$ cat config.mk
export PLATFORM = sky130hd
export DESIGN_NAME = pll_rst_seq
export DESIGN_NICKNAME = d
export VERILOG_FILES = /design/src/rtl/pll_rst_seq.sv
export SDC_FILE = /design/constraint.sdc
export NUM_CORES = 1
export LEC_CHECK = 0
export ABC_CLOCK_PERIOD_IN_PS = 1300
export CAP_MARGIN = 10
export CORE_ASPECT_RATIO = 1.4
export CORE_MARGIN = 2
export CORE_UTILIZATION = 45
export CTS_BUF_LIST = sky130_fd_sc_hd__clkbuf_16
export CTS_CLUSTER_SIZE = 8
export DETAILED_ROUTE_END_ITERATION = 6
export PLACE_DENSITY_LB_ADDON = 0.12
export SYNTH_ARGS = -nofsm -noshare
export SYNTH_HDL_FRONTEND = slang
export SYNTH_SLANG_ARGS = --single-unit
$ cat constraint.sdc
create_clock -name clkin -period 1.3 [get_ports clkin]
set_input_delay 0.195 -clock clkin [delete_from_list [all_inputs] [get_ports clkin]]
set_output_delay 0.195 -clock clkin [all_outputs]
set_load 0.1 [all_outputs]
$ cat src/rtl/pll_rst_seq.sv
`default_nettype none
// ============================================================================
// Module   : pll_rst_seq
// Brief    : PLL reset pulse, lock qualification and downstream reset release.
//            Define PLL_RST_SEQ_TIMEOUT_EN to add the WAIT_LOCK retry timeout.
// Revision : 1.0 - initial release
// ============================================================================
module pll_rst_seq #(
    parameter int PLLRST_CYC  = 8,
    parameter int LOCK_FILT   = 16,
    parameter int HOLD_CYC    = 1024,
    parameter int TIMEOUT_CYC = 65536
) (
    input  logic       clkin,
    input  logic       rst,
    input  logic       pll_lock,
    output logic       pll_rst,
    output logic       rst_out,
    output logic       ready,
    output logic [7:0] relock_cnt,
    output logic [1:0] state
);

    localparam int c_prst_w = (PLLRST_CYC > 1) ? $clog2(PLLRST_CYC) : 1;
    localparam int c_filt_w = (LOCK_FILT  > 1) ? $clog2(LOCK_FILT)  : 1;
    localparam int c_hold_w = (HOLD_CYC   > 1) ? $clog2(HOLD_CYC)   : 1;

    localparam logic [c_prst_w-1:0] c_prst_last = c_prst_w'(PLLRST_CYC - 1);
    localparam logic [c_filt_w-1:0] c_filt_last = c_filt_w'(LOCK_FILT - 1);
    localparam logic [c_hold_w-1:0] c_hold_last = c_hold_w'(HOLD_CYC - 1);

    typedef enum logic [1:0] {
        S_PLL_RST   = 2'd0,
        S_WAIT_LOCK = 2'd1,
        S_HOLD      = 2'd2,
        S_RUN       = 2'd3
    } state_t;

    state_t              r_state;
    state_t              w_state_nxt;
    logic                r_sync1;
    logic                r_sync2;
    logic                w_lock_s;
    logic [c_filt_w-1:0] r_filt_cnt;
    logic                r_filt_done;
    logic                w_lock_f;
    logic [c_prst_w-1:0] r_prst_cnt;
    logic                w_prst_done;
    logic [c_hold_w-1:0] r_hold_cnt;
    logic                w_hold_done;
    logic                w_timeout;
    logic                r_pll_rst;
    logic                r_rst_out;
    logic                r_ready;
    logic [7:0]          r_relock;

    always_ff @(posedge clkin) begin
        if (rst) begin
            r_sync1 <= 1'b0;
            r_sync2 <= 1'b0;
        end else begin
            r_sync1 <= pll_lock;
            r_sync2 <= r_sync1;
        end
    end

    assign w_lock_s = r_sync2;

    // Lock is accepted after LOCK_FILT high cycles but dropped combinationally
    // the moment the synchronised input goes low.
    always_ff @(posedge clkin) begin
        if (rst || r_state == S_PLL_RST || !w_lock_s) begin
            r_filt_cnt  <= '0;
            r_filt_done <= 1'b0;
        end else if (r_filt_cnt == c_filt_last) begin
            r_filt_done <= 1'b1;
        end else begin
            r_filt_cnt <= r_filt_cnt + 1'b1;
        end
    end

    assign w_lock_f = w_lock_s & r_filt_done;

    always_ff @(posedge clkin) begin
        if (rst || r_state != S_PLL_RST) begin
            r_prst_cnt <= '0;
        end else if (!w_prst_done) begin
            r_prst_cnt <= r_prst_cnt + 1'b1;
        end
    end

    assign w_prst_done = (r_prst_cnt == c_prst_last);

    always_ff @(posedge clkin) begin
        if (rst || r_state != S_HOLD || !w_lock_f) begin
            r_hold_cnt <= '0;
        end else if (!w_hold_done) begin
            r_hold_cnt <= r_hold_cnt + 1'b1;
        end
    end

    assign w_hold_done = (r_hold_cnt == c_hold_last);

`ifdef PLL_RST_SEQ_TIMEOUT_EN
    localparam int c_to_w = (TIMEOUT_CYC > 1) ? $clog2(TIMEOUT_CYC) : 1;
    localparam logic [c_to_w-1:0] c_to_last = c_to_w'(TIMEOUT_CYC - 1);

    logic [c_to_w-1:0] r_to_cnt;

    always_ff @(posedge clkin) begin
        if (rst || r_state != S_WAIT_LOCK || w_lock_f) begin
            r_to_cnt <= '0;
        end else if (r_to_cnt != c_to_last) begin
            r_to_cnt <= r_to_cnt + 1'b1;
        end
    end

    assign w_timeout = (r_to_cnt == c_to_last);
`else
    // Without the retry timer WAIT_LOCK waits forever; TIMEOUT_CYC is inert.
    logic w_unused_timeout;
    assign w_unused_timeout = (TIMEOUT_CYC > 0);
    assign w_timeout        = 1'b0;
`endif

    always_comb begin
        w_state_nxt = r_state;
        case (r_state)
            S_PLL_RST:   if (w_prst_done) w_state_nxt = S_WAIT_LOCK;
            S_WAIT_LOCK: begin
                if (w_lock_f)       w_state_nxt = S_HOLD;
                else if (w_timeout) w_state_nxt = S_PLL_RST;
            end
            S_HOLD: begin
                if (!w_lock_f)        w_state_nxt = S_WAIT_LOCK;
                else if (w_hold_done) w_state_nxt = S_RUN;
            end
            S_RUN:       if (!w_lock_f) w_state_nxt = S_PLL_RST;
            default:     w_state_nxt = S_PLL_RST;
        endcase
    end

    // Outputs are decoded from the next state so they stay aligned with r_state.
    always_ff @(posedge clkin) begin
        if (rst) begin
            r_state   <= S_PLL_RST;
            r_pll_rst <= 1'b1;
            r_rst_out <= 1'b1;
            r_ready   <= 1'b0;
            r_relock  <= 8'd0;
        end else begin
            r_state   <= w_state_nxt;
            r_pll_rst <= (w_state_nxt == S_PLL_RST);
            r_rst_out <= (w_state_nxt != S_RUN);
            r_ready   <= (w_state_nxt == S_RUN);
            if (r_state == S_RUN && !w_lock_f && r_relock != 8'hFF) begin
                r_relock <= r_relock + 8'd1;
            end
        end
    end

    assign pll_rst    = r_pll_rst;
    assign rst_out    = r_rst_out;
    assign ready      = r_ready;
    assign relock_cnt = r_relock;
    assign state      = r_state;

endmodule

`default_nettype wire
[Yosys cells after proc, flatten, opt, wreduce, memory -nomap -nowiden]
Cells that the tools add are included.
Storage, ports and cells
  bits in latches: 0
  ROM bits: 0
  output and inout bits: 13
  word-level logic and storage cells: 44
  RAM bits: 0
  input port bits: 3
  memories: 0
  flip-flop bits (word level): 33
Operators by class
  shift-type cells: 0
  multiply operators: 0
  eq/ne operators: 10
  magnitude comparators: 0
  add/sub/neg operators: 4
  multiplexer cells: 6
  div/mod/pow operators: 0
  bitwise gates (word level): 1
  reductions and logical operators: 12
Operators by type and width (number)
  10-bit by 1-bit adder with 10-bit output (second input constant): 1
  10-bit == test (second input constant): 1
  2-bit two-way mux: 5
  8-bit by 1-bit adder with 8-bit output (second input constant): 1
  8-bit inequality test (second input constant): 1
  2-bit one-hot mux with 4 select lines: 1
  2-bit == test (second input constant): 3
  1-bit logical OR: 5
  4-bit by 1-bit adder with 4-bit output (second input constant): 1
  4-bit == test (second input constant): 1
  2-bit zero test: 2
  2-bit inequality test (second input constant): 2
  3-bit by 1-bit adder with 3-bit output (second input constant): 1
  3-bit == test (second input constant): 1
  2-bit by 1-bit == test with 1-bit output (second input constant): 1
  1-bit logical AND: 2
  1-bit zero test: 2
  2-bit nonzero test: 1
  1-bit bitwise AND: 1

[Logic depth before layout (Yosys ltp)]
  depth in word-level cells: 5
  depth in mapped cells: 5
  gate-level depth less buffers: 5

[Least setup slack after synthesis]
Ideal clock, no wire load.
  path type: reg-to-reg
  start: register r_relock[0] (netlist: relock_cnt[0])
  end: register r_relock[4] (netlist: relock_cnt[4])
  arrival time: 2062 ps
  buffers on the path: 0
  path slack: -832 ps
  stages on the path, launching flop included: 6
  cells stage by stage: dfxtp_1 -> ha_1 -> and2_1 -> nand4_1 -> or3_1 -> a21oi_1
On the way
  cells in the longest elaborated chain, start to end: 2
RTL lines
  start: declaration: line 55  | logic [7:0] r_relock;
  start signal: assignment: line 157  | r_relock <= r_relock + 8'd1;
  branches (longest 2 deep; another with 8-bit by 1-bit adder with 8-bit output)
Several ways; the timed one is not identified.
A chain may end at the register's enable or synchronous reset.

[Final worst setup path]
  start: register r_hold_cnt[0]
  end: register r_hold_cnt[5]
On the way
  cells in the longest elaborated chain, start to end: 1
RTL lines
  start: declaration: line 49  | logic [c_hold_w-1:0] r_hold_cnt;
  start signal: assignment: line 98  | r_hold_cnt <= r_hold_cnt + 1'b1;
  10-bit by 1-bit adder with 10-bit output / 10-bit == test (equally long branches): line 98, 102
Parallel ways exist; a longest one is shown, timed or not.

==> out/qor.yml <==
detail-route-antenna-nets: 0
worstSetupEndpointType: "flip-flop"
place_inst: 237
syn_avg_cell_area_sq_um: 9.12
htreeDepth: 2
switching_power_mw: 0.415
grt_pass1_wl_microns: 6070
required_ps: 1460
place_ws_ps: -96.4
hold-path-endpoint: "r_sync2"
synth_async_sr_flop_share: 0
layout-drive-gt1-share: 0.493
min_period_ps: 1350
hold_depth: 1
slew_violations: 0
setup_violations: 5
cp_max_fo: 5
avgRoutedWirePerCell_microns: 15.5
hpwl_microns: 2550
grt_max_degree: 11
worst_r2r_startpoint: "r_hold_cnt[0]"
synthDistinctLibCells: 38
drt_iter0_markers: 35
antenna_found_initial: 0
p_int_mw: 1.72
synth_common_cells: "dfxtp_1, nor2_1, a31oi_1"
port_buffers: 15
synth-seq-area-share: 0.458
hold_viol: 0
yosysTopAreaCell: "dfxtp_1"
tightest_slew_ps: 421
synth_area_leaders: "dfxtp_1, nor2_1, ha_1, a31oi_1, mux2i_1"
cts_tree: "built"
core_area_sq_um: 3090
synth_fp_nets: 166
area_growth_pct: 68.6
seq_power_share: 0.474
final.setup.tns_ps: -142
min_from: "r_sync1"
synth_top_flop_cell: "dfxtp_1"
instances_no_fill: 256
via_per_inst: 5.52
rsz0062_at_grt: "yes"
drc: 0
io-pin-count: 16
fin_worst_skew_ps: 3.70
path_clk_slew_ps: 50
initial_utilization: 0.466
die_w_microns: 51.8
maxSlewHeadroom: 0.718
grt_pass1_vias: 1446
ir_drop_v: 0.000864
netlist_instances: 158
p_total_mw: 2.14
clk_latency_ps: 270
die_area_sq_um: 3680
ctsHoldBuffers: 0
cts_buffer_depth: 2
synth_top_family_by_area: "simple AND/OR/NAND/NOR gates"
first_pass_iters: 4
rr_endpoint: "r_hold_cnt[5]"
grt_overflow: 0
fin_crit_sh: 1.04
worstSetupStartpointType: "flip-flop"
clkPwrFrac: 0.496
track_usage: 0.220
synth-edff-count: 0
rrSetupSlack_ps: -50
yosys.area_share.simple: 0.248
fin_util: 0.786
p_leak_nw: 0.936
cts_root_buffer: "clkbuf_16"
final_nets: 224
insertedDiodeCount: 0
fmax_mhz: 742
synth-compound-area-share: 0.148
outcome: "finished, violations left"
crit_path_start: "r_hold_cnt[0]"
synthDominantCellAreaShare: 0.458
violations: "negative setup slack"
swShare: 0.194
num_vias: 1412
synthMuxAreaShare: 0.0347
arrival_ps: 1510
synth_fa_ha_area_frac: 0.0434
yosysWarnings: 0
rows: 24
routed_wl_microns: 3970
critical_path_class: "reg -> reg"
setup_ws_ps: -47.6
synth_xor_area_frac: 0.0365
fill_cells: 203
combPwrFrac: 0.029
cts_inserted_buffers: 5
synth_area_sq_um: 1440
maxCapViolations: 0
synth.most_common_cell: "dfxtp_1"
ff2ff_path_depth: 6
p_per_area_nw_per_um2: 879
fp.dieH_microns: 71.0
place.gp.congestion: 0.828
clock-sinks: 33
hold_class: "reg -> reg"
ys_ff_latch: 33
==> power by group through the flow <==
| stage | Combinational, mW | Clock (mW) | Sequential (mW) |
|---|---|---|---|
| 3_5_place_dp | 0.0585 | 0 | 1.03 |
| 5_1_grt | 0.0711 | 1.14 | 1.01 |
| 4_1_cts | 0.0602 | 1.09 | 1.01 |
| 6_report | 0.0628 | 1.06 | 1.01 |
| 2_1_floorplan | 0.0263 | 0 | 1.04 |
| 3_3_place_gp | 0.0546 | 0 | 1.03 |
==> worst max path at each step <==
| stage | end | slack [ps] | depth (start not counted) |
|---|---|---|---|
| finish | r_hold_cnt[5] | -50 | 6 |
| global route | relock_cnt[2] | -170 | 5 |
| CTS | relock_cnt[2] | -40 | 5 |
| detailed placement | r_hold_cnt[9] | -100 | 5 |
| global placement | state[0] | -40 | 5 |
| floorplan | relock_cnt[4] | -220 | 5 |
==> kinds of logic after synthesis <==
family                   after synthesis
multiplexers                           5
AND/OR/NAND/NOR                       67
buffers and inverters                 10
flip-flops                            33
AO/OA/AOI/OAI                         32
adder cells (fa/ha/maj)                5
XOR/XNOR                               6
==> per-layer routing <==
layer	routed length [microns]	global-route usage	part of all wire	vias up
li1	-	-	-	702
met3	143	0.0633	0.036	12
met4	102	0.0936	0.026	0
met1	1430	0.207	0.36	668
met2	2290	0.418	0.58	30
met5	0	0	0	-
==> sequential cells by signal (all words and copies together) (netlist names) <==
register,count
r_prst_cnt,3
ready,1
r_sync2,1
state,2
r_filt_done,1
r_hold_cnt,10
relock_cnt,8
r_sync1,1
rst_out,1
r_filt_cnt,4
pll_rst,1
==> worst max-delay path, stage by stage (launching register included) <==
cell and delay, ps:
dfxtp_2 360, ha_4 170, buf_6 120, nand4_1 110
o211ai_1 240, xor2_1 180, nor2_1 60
==> layout make-up <==
cell class | instances | area [sq um] | area share
Timing Repair Buffer | 55 | 592 | 0.244
Clock buffer | 5 | 125 | 0.0515
Sequential cell | 33 | 714 | 0.294
Inverter | 6 | 22.5 | 0.00927
Multi-Input combinational cell | 115 | 916 | 0.377
Clock inverter | 3 | 11.3 | 0.00463
Tap cell | 39 | 48.8 | 0.0201
==> stage by stage <==
step | hold slack [ps] | area [sq um]
CTS | 461 | 2290
global route | 461 | 2430
finish | 447 | 2430
global placement | 420 | 2060
floorplan | 299 | 1560
detailed placement | 453 | 2060
==> cells in the final DEF (no fill, tap or decap), types with 2 or more instances in the layout <==
cell,instances
a211oi_1,2
a21oi_1,4
a21oi_2,2
a311oi_1,2
a31oi_1,9
and3_1,2
buf_12,13
buf_4,37
buf_6,3
clkbuf_16,5
clkdlybuf4s50_1,2
dfxtp_1,12
dfxtp_2,10
dfxtp_4,11
ha_4,3
inv_1,8
mux2i_1,5
nand2_1,5
nand2_2,2
nand3_1,6
nand4_1,3
nor2_1,20
nor2b_1,3
nor3_1,3
nor3_2,4
nor4_2,2
o211ai_1,2
o21ai_0,3
or3_1,5
xor2_1,5
==> what timing repair did <==
item,in CTS,in global routing
setup buffers,4,7
endpoints found under the setup margin,8,20
pin swaps,5,24
resized for setup,14,22
Note: power is estimated with default switching activity, not from simulation.
